$ cat config.mk
export PLATFORM = sky130hd
export DESIGN_NAME = lfm_responder_flat
export DESIGN_NICKNAME = d
export VERILOG_FILES = /design/src/rtl/lfm_responder_if.sv /design/src/rtl/lfm_responder.sv /design/src/flat_wrapper.sv
export SDC_FILE = /design/constraint.sdc
export NUM_CORES = 1
export LEC_CHECK = 0
export BUFFER_PORTS_ARGS = -buffer_cell sky130_fd_sc_hd__clkbuf_2
export CORE_MARGIN = 1
export CORE_UTILIZATION = 30
export DETAILED_ROUTE_END_ITERATION = 12
export PLACE_DENSITY = 0.63
export SYNTH_ARGS = -nofsm -noshare
export SYNTH_HDL_FRONTEND = slang
export SYNTH_SLANG_ARGS = --single-unit
$ cat constraint.sdc
create_clock -name clk -period 3.65 [get_ports clk]
set_clock_uncertainty 0.1 [all_clocks]
set_input_delay 0 -clock clk [delete_from_list [all_inputs] [get_ports clk]]
set_output_delay 0 -clock clk [all_outputs]
set_load 0.02 [all_outputs]
$ cat src/rtl/lfm_responder_if.sv
// rtl/lfm_responder_if.sv - MMU page-walk request port and memory read port bundle
interface lfm_responder_if;
    logic [3:0]  hazard_signal;
    logic        LFM_enable;
    logic [31:0] LFM;
    logic        LFM_resolved;
    logic [31:0] LFM_word;
    logic        lfm_err;
    logic        core_mem_busy;
    logic        mem_req;
    logic [31:0] mem_addr;
    logic        mem_gnt;
    logic        mem_rvalid;
    logic [31:0] mem_rdata;

    modport master (
        output hazard_signal, LFM_enable, LFM, core_mem_busy, mem_gnt, mem_rvalid, mem_rdata,
        input  LFM_resolved, LFM_word, lfm_err, mem_req, mem_addr
    );

    modport slave (
        input  hazard_signal, LFM_enable, LFM, core_mem_busy, mem_gnt, mem_rvalid, mem_rdata,
        output LFM_resolved, LFM_word, lfm_err, mem_req, mem_addr
    );
endinterface

$ cat src/rtl/lfm_responder.sv
// rtl/lfm_responder.sv - services MMU page-walk PTE reads over a shared memory read port
`ifndef FLUSH_ALL
`define FLUSH_ALL 4'hF
`endif

module lfm_responder #(
    parameter int unsigned TIMEOUT = 255
) (
    input  logic           clk,
    input  logic           rst,
    lfm_responder_if.slave bus
);
    typedef enum logic [2:0] {IDLE, ISSUE, WAIT_DATA, RESP, HOLD, DRAIN} state_t;

    state_t      state;
    logic [31:0] addr_q;
    logic [31:0] word_q;
    logic [9:0]  cnt;
    logic        err_q;
    logic        drain_q;
    logic        resolved_q;
    logic        flush;
    logic        cnt_last;

    assign flush    = (bus.hazard_signal == `FLUSH_ALL);
    assign cnt_last = ((cnt + 10'd1) == 10'(TIMEOUT));

    // A flush also masks the issue so an aborted request never leaves a read in flight.
    assign bus.mem_req      = (state == ISSUE) && !bus.core_mem_busy && !flush;
    assign bus.mem_addr     = bus.mem_req ? addr_q : 32'd0;
    assign bus.LFM_resolved = resolved_q && !flush;
    assign bus.lfm_err      = resolved_q && err_q && !flush;
    assign bus.LFM_word     = word_q;

    always_ff @(posedge clk) begin
        if (!rst) begin
            state      <= IDLE;
            addr_q     <= 32'd0;
            word_q     <= 32'd0;
            cnt        <= 10'd0;
            err_q      <= 1'b0;
            drain_q    <= 1'b0;
            resolved_q <= 1'b0;
        end else begin
            resolved_q <= 1'b0;
            case (state)
                IDLE: begin
                    if (bus.LFM_enable && !flush) begin
                        addr_q  <= bus.LFM;
                        word_q  <= 32'd0;
                        err_q   <= 1'b0;
                        drain_q <= 1'b0;
                        if (bus.LFM[1:0] != 2'b00) begin
                            err_q      <= 1'b1;
                            resolved_q <= 1'b1;
                            state      <= RESP;
                        end else begin
                            state <= ISSUE;
                        end
                    end
                end
                ISSUE: begin
                    if (flush) begin
                        state <= IDLE;
                    end else if (bus.mem_req && bus.mem_gnt) begin
                        cnt   <= 10'd0;
                        state <= WAIT_DATA;
                    end
                end
                WAIT_DATA: begin
                    // A beat arriving with the flush is consumed here, so nothing is left to drain.
                    if (flush) begin
                        cnt   <= 10'd0;
                        state <= bus.mem_rvalid ? IDLE : DRAIN;
                    end else if (bus.mem_rvalid) begin
                        word_q     <= bus.mem_rdata;
                        resolved_q <= 1'b1;
                        state      <= RESP;
                    end else if (cnt_last) begin
                        word_q     <= 32'd0;
                        err_q      <= 1'b1;
                        drain_q    <= 1'b1;
                        resolved_q <= 1'b1;
                        state      <= RESP;
                    end else begin
                        cnt <= cnt + 10'd1;
                    end
                end
                RESP: begin
                    if (flush) begin
                        cnt     <= 10'd0;
                        drain_q <= 1'b0;
                        state   <= drain_q ? DRAIN : IDLE;
                    end else begin
                        state <= HOLD;
                    end
                end
                HOLD: begin
                    if (flush || !bus.LFM_enable) begin
                        cnt     <= 10'd0;
                        drain_q <= 1'b0;
                        state   <= drain_q ? DRAIN : IDLE;
                    end
                end
                DRAIN: begin
                    if (bus.mem_rvalid || cnt_last) begin
                        cnt   <= 10'd0;
                        state <= IDLE;
                    end else begin
                        cnt <= cnt + 10'd1;
                    end
                end
                default: state <= IDLE;
            endcase
        end
    end
endmodule
$ cat src/flat_wrapper.sv
// flat-port wrapper written by rule: the top's interface ports become plain ports
module lfm_responder_flat 
#(
    parameter int unsigned TIMEOUT = 255
)
  (clk, rst, bus_hazard_signal, bus_LFM_enable, bus_LFM, bus_core_mem_busy, bus_mem_gnt, bus_mem_rvalid, bus_mem_rdata, bus_LFM_resolved, bus_LFM_word, bus_lfm_err, bus_mem_req, bus_mem_addr);
  lfm_responder_if bus_i ();
  input  logic clk;
  input  logic rst;
  input wire logic [$bits(bus_i.hazard_signal)-1:0] bus_hazard_signal;
  input wire logic [$bits(bus_i.LFM_enable)-1:0] bus_LFM_enable;
  input wire logic [$bits(bus_i.LFM)-1:0] bus_LFM;
  input wire logic [$bits(bus_i.core_mem_busy)-1:0] bus_core_mem_busy;
  input wire logic [$bits(bus_i.mem_gnt)-1:0] bus_mem_gnt;
  input wire logic [$bits(bus_i.mem_rvalid)-1:0] bus_mem_rvalid;
  input wire logic [$bits(bus_i.mem_rdata)-1:0] bus_mem_rdata;
  output wire logic [$bits(bus_i.LFM_resolved)-1:0] bus_LFM_resolved;
  output wire logic [$bits(bus_i.LFM_word)-1:0] bus_LFM_word;
  output wire logic [$bits(bus_i.lfm_err)-1:0] bus_lfm_err;
  output wire logic [$bits(bus_i.mem_req)-1:0] bus_mem_req;
  output wire logic [$bits(bus_i.mem_addr)-1:0] bus_mem_addr;
  assign bus_i.hazard_signal = bus_hazard_signal;
  assign bus_i.LFM_enable = bus_LFM_enable;
  assign bus_i.LFM = bus_LFM;
  assign bus_i.core_mem_busy = bus_core_mem_busy;
  assign bus_i.mem_gnt = bus_mem_gnt;
  assign bus_i.mem_rvalid = bus_mem_rvalid;
  assign bus_i.mem_rdata = bus_mem_rdata;
  assign bus_LFM_resolved = bus_i.LFM_resolved;
  assign bus_LFM_word = bus_i.LFM_word;
  assign bus_lfm_err = bus_i.lfm_err;
  assign bus_mem_req = bus_i.mem_req;
  assign bus_mem_addr = bus_i.mem_addr;
  lfm_responder #(.TIMEOUT(TIMEOUT)) u_core (.clk(clk), .rst(rst), .bus(bus_i));
endmodule
==> results of run 1 <==
[path summary, 6_finish.rpt]
path / startpoint / end / slack [ns]
max: u_core.cnt[0] / u_core.bus.LFM_word[31] / 0.84
min: bus_mem_rvalid / u_core.drain_q / 0.02
max reg2reg: u_core.cnt[0] / u_core.bus.LFM_word[31] / 0.84
min reg2reg: u_core.addr_q[8] / u_core.addr_q[8] / 0.35
[flip-flops by register name, indices dropped and copies added, names as in the netlist]
signal,cells
u_core.drain_q,1
u_core.err_q,1
u_core.resolved_q,1
u_core.bus.LFM_word,32
u_core.state,3
u_core.cnt,10
u_core.addr_q,32
[metal layers]
metal  up-vias  wire length [µm]
li1       2084                 -
met4         0               122
met5         -                 0
met1      1948              5060
met2       136              5310
met3         7               660
[area by class of cell]
| class | count | share of cell area [%] |
|---|---|---|
| clock buffer | 10 | 4.33 |
| clock inverter | 5 | 0.611 |
| inverter | 8 | 0.543 |
| multi-input combinational | 350 | 36.6 |
| sequential | 80 | 29.0 |
| tap | 172 | 3.89 |
| timing repair buffer | 209 | 25.0 |
[worst reg2reg max path, delay by kind of cell, from the launching register on]
family	cells	cell delay, ns
adders and majority gates	1	0.29
DFF	1	0.43
buffers and inverters	1	0.33
and+or+nand+nor	2	0.46
AOI/OAI and AO/OA	3	1.01
[per-stage QoR]
step	hold WS (ns)	cell area, µm²	power (mW)
2_1_floorplan	0.0360	3870	1.61
3_3_place_gp	0.124	4600	1.77
3_5_place_dp	0.131	4600	1.80
4_1_cts	0.00389	5530	2.69
5_1_grt	0.0170	5530	2.85
6_report	0.0234	5530	2.66
[logic make-up (layout without fill, tap and decap cells)]
| kind of cell | Yosys count | count (layout) | share of synthesized area, % |
|---|---|---|---|
| AND/OR/NAND/NOR | 188 | 188 | 23.3 |
| multiplexers | 3 | 3 | 0.808 |
| AO/OA/AOI/OAI | 154 | 154 | 26.8 |
| XOR/XNOR | 3 | 3 | 0.679 |
| flip-flops | 80 | 80 | 41.4 |
| buffers and inverters | 50 | 232 | 6.37 |
| adder cells (fa/ha/maj) | 2 | 2 | 0.646 |
[where the power goes]
group	internal (mW)	switching, mW
Combinational	0.297	0.497
Sequential	0.970	0.0792
Clock	0.474	0.347
Total	1.74	0.923
[cell usage in the layout (no fill, tap or decap), drive strengths merged, types with 3 or more instances in the layout]
cell         instances
nand3               11
nor2                15
o21ai               13
a31oi                8
and4                 5
dfxtp               80
clkbuf             150
inv                  8
and3                 5
buf                  4
a311oi              32
a41oi                5
nand2              104
and2                35
a211o                3
nand4                4
o2111ai              4
a21oi               71
o211ai               4
dlygate4sd3         65
clkinv               3
[timing repair]
| item | 4_1_cts | 5_1_grt |
|---|---|---|
| setup endpoints to repair | 0 | 0 |
| hold endpoints to repair | 68 | 0 |
| hold buffers | 65 | 0 |
==> results.cfg, run 1 <==
[yosys]
yosysWarnings = 0
synth_cell_types = 47
yosysTopAreaCell = dfxtp_1
synthFlopType = dfxtp_1
synth.cell_area_mm2 = 0.00387
yosysMostFrequentCell = nand2_1
postSynthAreaPerCell_um2 = 8.07
yosysSeqAreaShare_pct = 41.4
ys_ff_latch = 80
synthTopCellsByArea = dfxtp_1, nand2_1, a21oi_1
netlist_top_cells_count = nand2_1, dfxtp_1, a21oi_1
async_flop_share_pct = 0
synthesis.nets = 556
synth_cells = 480
synth-edff-count = 0
netlist.area_leader.share_pct = 41.4

[cells_and_area]
stdcell_count = 834
nets = 734
fillers = 1271
utilization_pct = 43.8
regArea_mm2 = 0.00160
area_growth_pct = 42.7
drive_above_1_share_pct = 25.4
antenna_cells = 0
multi_input_area_mm2 = 0.00202

[floorplan]
fp.dieH_um = 116
row_count = 41
chipWidth_um = 116
core-area_mm2 = 0.0126
dieArea_mm2 = 0.0134
initial_core_util_pct = 30.7
io_pins = 141

[timing]
slew_violations = 0
max_freq_ghz = 0.356
maxSlewHeadroom_pct = 23.3
fin_crit_sh_pct = 77.0
fin_setup_tns_ns = 0
setup_viol = 0
fin_ws_ns = 0.840
min_period_ns = 2.81
tightest_slew_ns = 1.15
rsz0062_at_grt = no
hold_viol = 0

[clock_network]
clk_pin_slew_ns = 0.06
cts_buffers = 9
worstSkewPairLatency_ns = 0.32
h-tree-depth = 3
cts.sinks = 80
cts_max_path_buffers = 2
cts_root_buf = clkbuf_16
cts_setup_buffers = 0
tritoncts = built
cts-resized-gates = 0

[detailed_routing]
dr.pass1.iters = 4
first_iter_violations = 279
routed_wl_um = 11200
drc_errors = 0
num_vias = 4175
antenna_left = 0
drt-vias-per-instance = 5.01
avgRoutedWirePerCell_um = 13.4

[setup_path]
worst-setup-path-type = reg2reg
crit_slowest_cell = a211o_1
critPathMaxStageDelay_ns = 0.59
crit_path_start_kind = flip-flop
r2r_cells = 7
cp.required_ns = 3.69
critPathBufInv = 1
cp_num_cells = 7
worstPathMaxFanout = 32
crit_family = compound AO/OA/AOI/OAI gates
arrival_ns = 2.85
crit_chain = ha_1 -> and3_1 -> o2111ai_1 -> a211o_1 -> nand3_2 -> buf_4 -> a311oi_1
end_kind = flip-flop

[placed_design]
dpl.cell_count = 754
pre_cts_slack_ns = 0.917
gp_congestion = 0.854
dp_hpwl_um = 6900
io_buffer_count = 140

[power]
leakagePower_nw = 2.21
peakVddDrop_mv = 0.243
power.density_mw_per_mm2 = 482

[global_routing]
antenna_found_initial = 0
grt_usage_pct = 16.6
grt_max_degree = 67
grt_pass1_wl_um = 17700
grt_pass1_vias = 3864
grtUsageMet2_pct = 27.7
use_met1_pct = 20.9
grt_busiest_layer = met2
grt_overflow = 0
use_met3_pct = 4.03

[run]
maxCapViolCount = 0

[min_path]
min_path_cells = 3
hold_class = in2reg

[outcome]
status = complete, no violations
(Power assumes the default switching activity.)
==> inputs of run 2 (changes only) <==
Settings changed: PLACE_DENSITY 0.63 to 0.65.
Clock period 3.65 ns to 2.5 ns, I/O delays scaled along.
==> results.cfg, run 2 (synthesis gave the netlist of run 1 again) <==
[outcome]
status = complete, no violations

[placed_design]
gp_congestion = 0.852
io_buffer_count = 140
dp_hpwl_um = 7270
pre_cts_slack_ns = 0.0411

[setup_path]
crit_path_start_kind = flip-flop
cp.required_ns = 2.57
arrival_ns = 2.43
rr_endpoint = u_core.bus.LFM_word[3]
worstPathMaxFanout = 32
end_kind = flip-flop
rrSetupSlack_ns = 0.14
r2r_start = u_core.cnt[0]
worst-setup-path-type = reg2reg
r2r_cells = 7

[floorplan]
core-area_mm2 = 0.0126
initial_core_util_pct = 30.7
chipWidth_um = 116
fp.dieH_um = 116
io_pins = 141
row_count = 41
dieArea_mm2 = 0.0134

[power]
peakVddDrop_mv = 0.373
leakagePower_nw = 2.28
power.total_mw = 4.04
power.density_mw_per_mm2 = 712

[clock_network]
tritoncts = built
h-tree-depth = 3
cts_buffers = 9
cts.sinks = 80
worstSkewPairLatency_ns = 0.33
cts_max_path_buffers = 2
clk_pin_slew_ns = 0.06
cts_root_buf = clkbuf_16

[global_routing]
grt_pass1_vias = 3916
grt_pass1_wl_um = 18200
grt_overflow = 0
grt_usage_pct = 17.2
antenna_found_initial = 0
grt_max_degree = 59

[timing]
hold_viol = 0
setup_viol = 0
maxSlewHeadroom_pct = 49.5
max_freq_ghz = 0.423
fin_crit_sh_pct = 94.5
tightest_slew_ns = 0.756
fin_ws_ns = 0.137
hold_ws_ns = 0.144
fin_setup_tns_ns = 0
slew_violations = 0
min_period_ns = 2.36

[cells_and_area]
utilization_pct = 45.0
area_growth_pct = 46.6
drive_above_1_share_pct = 26.5
antenna_cells = 0
final_cell_mix = clkbuf_2, nand2_1, dfxtp_1, a21oi_1, dlygate4sd3_1
final_common_cell = clkbuf_2
nets = 746
fillers = 1229

[detailed_routing]
antenna_left = 0
first_iter_violations = 284
drt-vias-per-instance = 4.93
routed_wl_um = 11500
num_vias = 4172
avgRoutedWirePerCell_um = 13.5
drc_errors = 0
dr.pass1.iters = 5

[run]
maxCapViolCount = 0

[min_path]
worstHoldEndpoint = u_core.resolved_q
hold_class = in2reg
min_path_cells = 4
worstHoldStart = bus_LFM_enable
-- run 2: cell count changes in the layout (fill, tap and decap cells not counted), sizes merged --
cell | previous run | this run
buf | 4 | 14
clkbuf | 150 | 151
dlygate4sd3 | 65 | 66
bufinv | 0 | 1
clkinvlp | 2 | 3
a211o | 3 | 4
clkinv | 3 | 1
-- run 2: power breakdown --
group          switching [mW]  total, mW  leakage (nW)  internal, mW
sequential              0.102       1.52         0.650          1.42
clock                   0.517       1.29         0.132         0.773
combinational           0.753       1.23          1.50         0.481
total                    1.37       4.04          2.28          2.67
-- run 2: how the worst max path moves through the flow --
stage	startpoint	end	slack, ns	cells after the start
final	u_core.cnt[0]	u_core.bus.LFM_word[3]	0.14	7
after global routing	u_core.cnt[0]	u_core.bus.LFM_word[27]	-0.003	7
after CTS	u_core.cnt[0]	u_core.bus.LFM_word[30]	0.04	7
after detailed placement	u_core.cnt[0]	u_core.bus.LFM_word[30]	0.04	7
after floorplan	u_core.cnt[0]	u_core.cnt[2]	0.26	9
after global placement	u_core.cnt[0]	u_core.bus.LFM_word[0]	0.17	7
-- run 2: timing repair --
action | CTS | global route
gates resized for setup | 0 | 3
setup buffers | 0 | 0
hold buffers | 66 | 0
endpoints found under the hold margin | 69 | 0
endpoints found under the setup margin | 0 | 43
-- run 2: routing by layer --
layer / up-vias / global-route usage [%] / share of wire, %
li1: 2106 / - / -
met1: 1933 / 21.7 / 46
met2: 127 / 28.6 / 49
met3: 6 / 4.39 / 4.9
met4: 0 / 5.37 / 0.73
met5: - / 0 / 0
-- run 2: cell type report --
type / count / area (µm²) / area share (%)
inverters: 8 / 30.0 / 0.529
well taps: 172 / 215 / 3.79
multi-input cells: 351 / 2050 / 36.1
clock inverters: 5 / 57.6 / 1.01
clock buffers: 11 / 233 / 4.10
repair buffers: 220 / 1490 / 26.3
flip-flops and latches: 80 / 1600 / 28.2
-- run 2: per-stage QoR --
stage	instances	cell area, µm²
after global placement	764	4700
after floorplan	480	3870
after CTS	846	5650
final	847	5680
after global routing	847	5680
after detailed placement	764	4700
-- run 2: worst max-delay path, cell delays in order (launching register included) --
cell and delay [ns]:
dfxtp_1 0.37, ha_1 0.28, and3_1 0.27, a211o_1 0.35
a211o_4 0.40, nand3_2 0.11, buf_12 0.19, a311oi_1 0.12
==> inputs of run 3 (changes only) <==
Settings changed: PLACE_DENSITY 0.65 to 0.66, RECOVER_POWER set to 50.
==> results.cfg, run 3 (synthesis gave the netlist of run 1 again) <==
[outcome]
status = complete, no violations

[cells_and_area]
final_common_cell = nand2_1
antenna_cells = 0
utilization_pct = 44.8
fillers = 1278
multi_input_area_mm2 = 0.00204
regArea_mm2 = 0.00160
area_growth_pct = 46.0
nets = 746
drive_above_1_share_pct = 20.9
final_cell_mix = nand2_1, clkbuf_2, dfxtp_1, a21oi_1, dlygate4sd3_1

[clock_network]
clk_pin_slew_ns = 0.06
cts_buffers = 9
cts.sinks = 80
h-tree-depth = 3
tritoncts = built
worstSkewPairLatency_ns = 0.34
cts_max_path_buffers = 2
cts_root_buf = clkbuf_16

[setup_path]
end_kind = flip-flop
crit_chain = ha_2 -> and3_2 -> a211o_1 -> a211o_2 -> buf_4 -> a2bb2oi_2 -> mux2i_1
arrival_ns = 2.55
worst-setup-path-type = reg2reg
cp.required_ns = 2.66
critPathMaxStageDelay_ns = 0.39
crit_path_start_kind = flip-flop
worstPathMaxFanout = 9
crit_slowest_cell = a211o_2

[global_routing]
grt_overflow = 0
grt_pass1_vias = 4094
antenna_found_initial = 0
grtUsageMet2_pct = 29.7
grt_pass1_wl_um = 18700
use_met3_pct = 5.65
grt_busiest_layer = met2
grt_max_degree = 65
grt_usage_pct = 17.5
use_met1_pct = 21.2

[power]
power.density_mw_per_mm2 = 733
p_int_mw = 2.76
p_switching_mw = 1.38
peakVddDrop_mv = 0.339
leakagePower_nw = 2.16
combPwrFrac_pct = 29.9
swShare_pct = 33.4
clockPowerShare_pct = 33.7
seq_power_share_pct = 36.4

[detailed_routing]
first_iter_violations = 252
dr.pass1.iters = 6
num_vias = 4206
routed_wl_um = 11400
avgRoutedWirePerCell_um = 13.4
antenna_left = 0
drc_errors = 0
drt-vias-per-instance = 4.97

[placed_design]
gp_congestion = 0.774
dp_hpwl_um = 7560
io_buffer_count = 140

[floorplan]
row_count = 41
chipWidth_um = 116
io_pins = 141
core-area_mm2 = 0.0126
fp.dieH_um = 116
dieArea_mm2 = 0.0134
initial_core_util_pct = 30.7

[min_path]
hold_class = in2reg

[run]
maxCapViolCount = 0

[timing]
slew_violations = 0
hold_viol = 0
fin_crit_sh_pct = 95.7
setup_viol = 0
rsz0062_at_grt = no
maxSlewHeadroom_pct = 55.9
fin_setup_tns_ns = 0
min_period_ns = 2.39
max_freq_ghz = 0.418
tightest_slew_ns = 0.662
run 3: timing repair:
item / 4_1_cts / 5_1_grt
gates resized for setup: 0 / 4
hold buffers: 66 / 0
endpoints found under the hold margin: 69 / 0
setup endpoints to repair: 0 / 28
setup buffers: 0 / 0
run 3: area by class of cell:
type,count,area share [%]
multi-input combinational,350,36.0
sequential,80,28.3
timing repair buffer,221,25.7
clock buffer,11,4.12
tap,172,3.81
clock inverter,5,1.44
inverter,8,0.531
run 3: power groups by stage:
stage | clock network [mW] | logic (mW) | registers [mW]
6_report | 1.40 | 1.24 | 1.51
5_1_grt | 1.49 | 1.38 | 1.52
4_1_cts | 1.44 | 1.24 | 1.51
3_5_place_dp | 0 | 1.16 | 1.53
3_3_place_gp | 0 | 1.12 | 1.53
2_1_floorplan | 0 | 0.834 | 1.51
run 3: per-layer routing:
metal / vias up / share of wire, %
met1: 1959 / 44
met5: - / 0
met4: 0 / 0.78
met3: 8 / 7.2
li1: 2097 / -
met2: 142 / 48
run 3: critical path, delay by kind of cell, from the launching register on:
family / cells / cell delay (ns)
multiplexers: 1 / 0.22
buffers and inverters: 1 / 0.20
AO/OA/AOI/OAI: 3 / 0.94
flip-flops: 1 / 0.37
AND/OR/NAND/NOR: 1 / 0.26
adder cells (fa/ha/maj): 1 / 0.24
run 3: worst paths after layout:
path,from,endpoint,slack (ns),cells past startpoint
worst max-delay path,u_core.cnt[0],u_core.state[2],0.11,7
worst min-delay path,bus_LFM_enable,u_core.resolved_q,0.16,4
worst max register to register,u_core.cnt[0],u_core.state[2],0.11,7
worst min register to register,u_core.addr_q[26],u_core.addr_q[26],0.35,2
run 3: metrics by stage:
stage	total power [mW]	worst slack (ns)	cells	instance area (µm²)	hold WS, ns
after floorplan	2.35	0.260	480	3870	0.0360
after global placement	2.65	0.157	765	4720	0.124
after detailed placement	2.69	0.0496	765	4720	0.133
after CTS	4.18	0.0447	847	5700	0.134
after global routing	4.39	0.0290	847	5650	0.166
final	4.14	0.107	847	5650	0.160
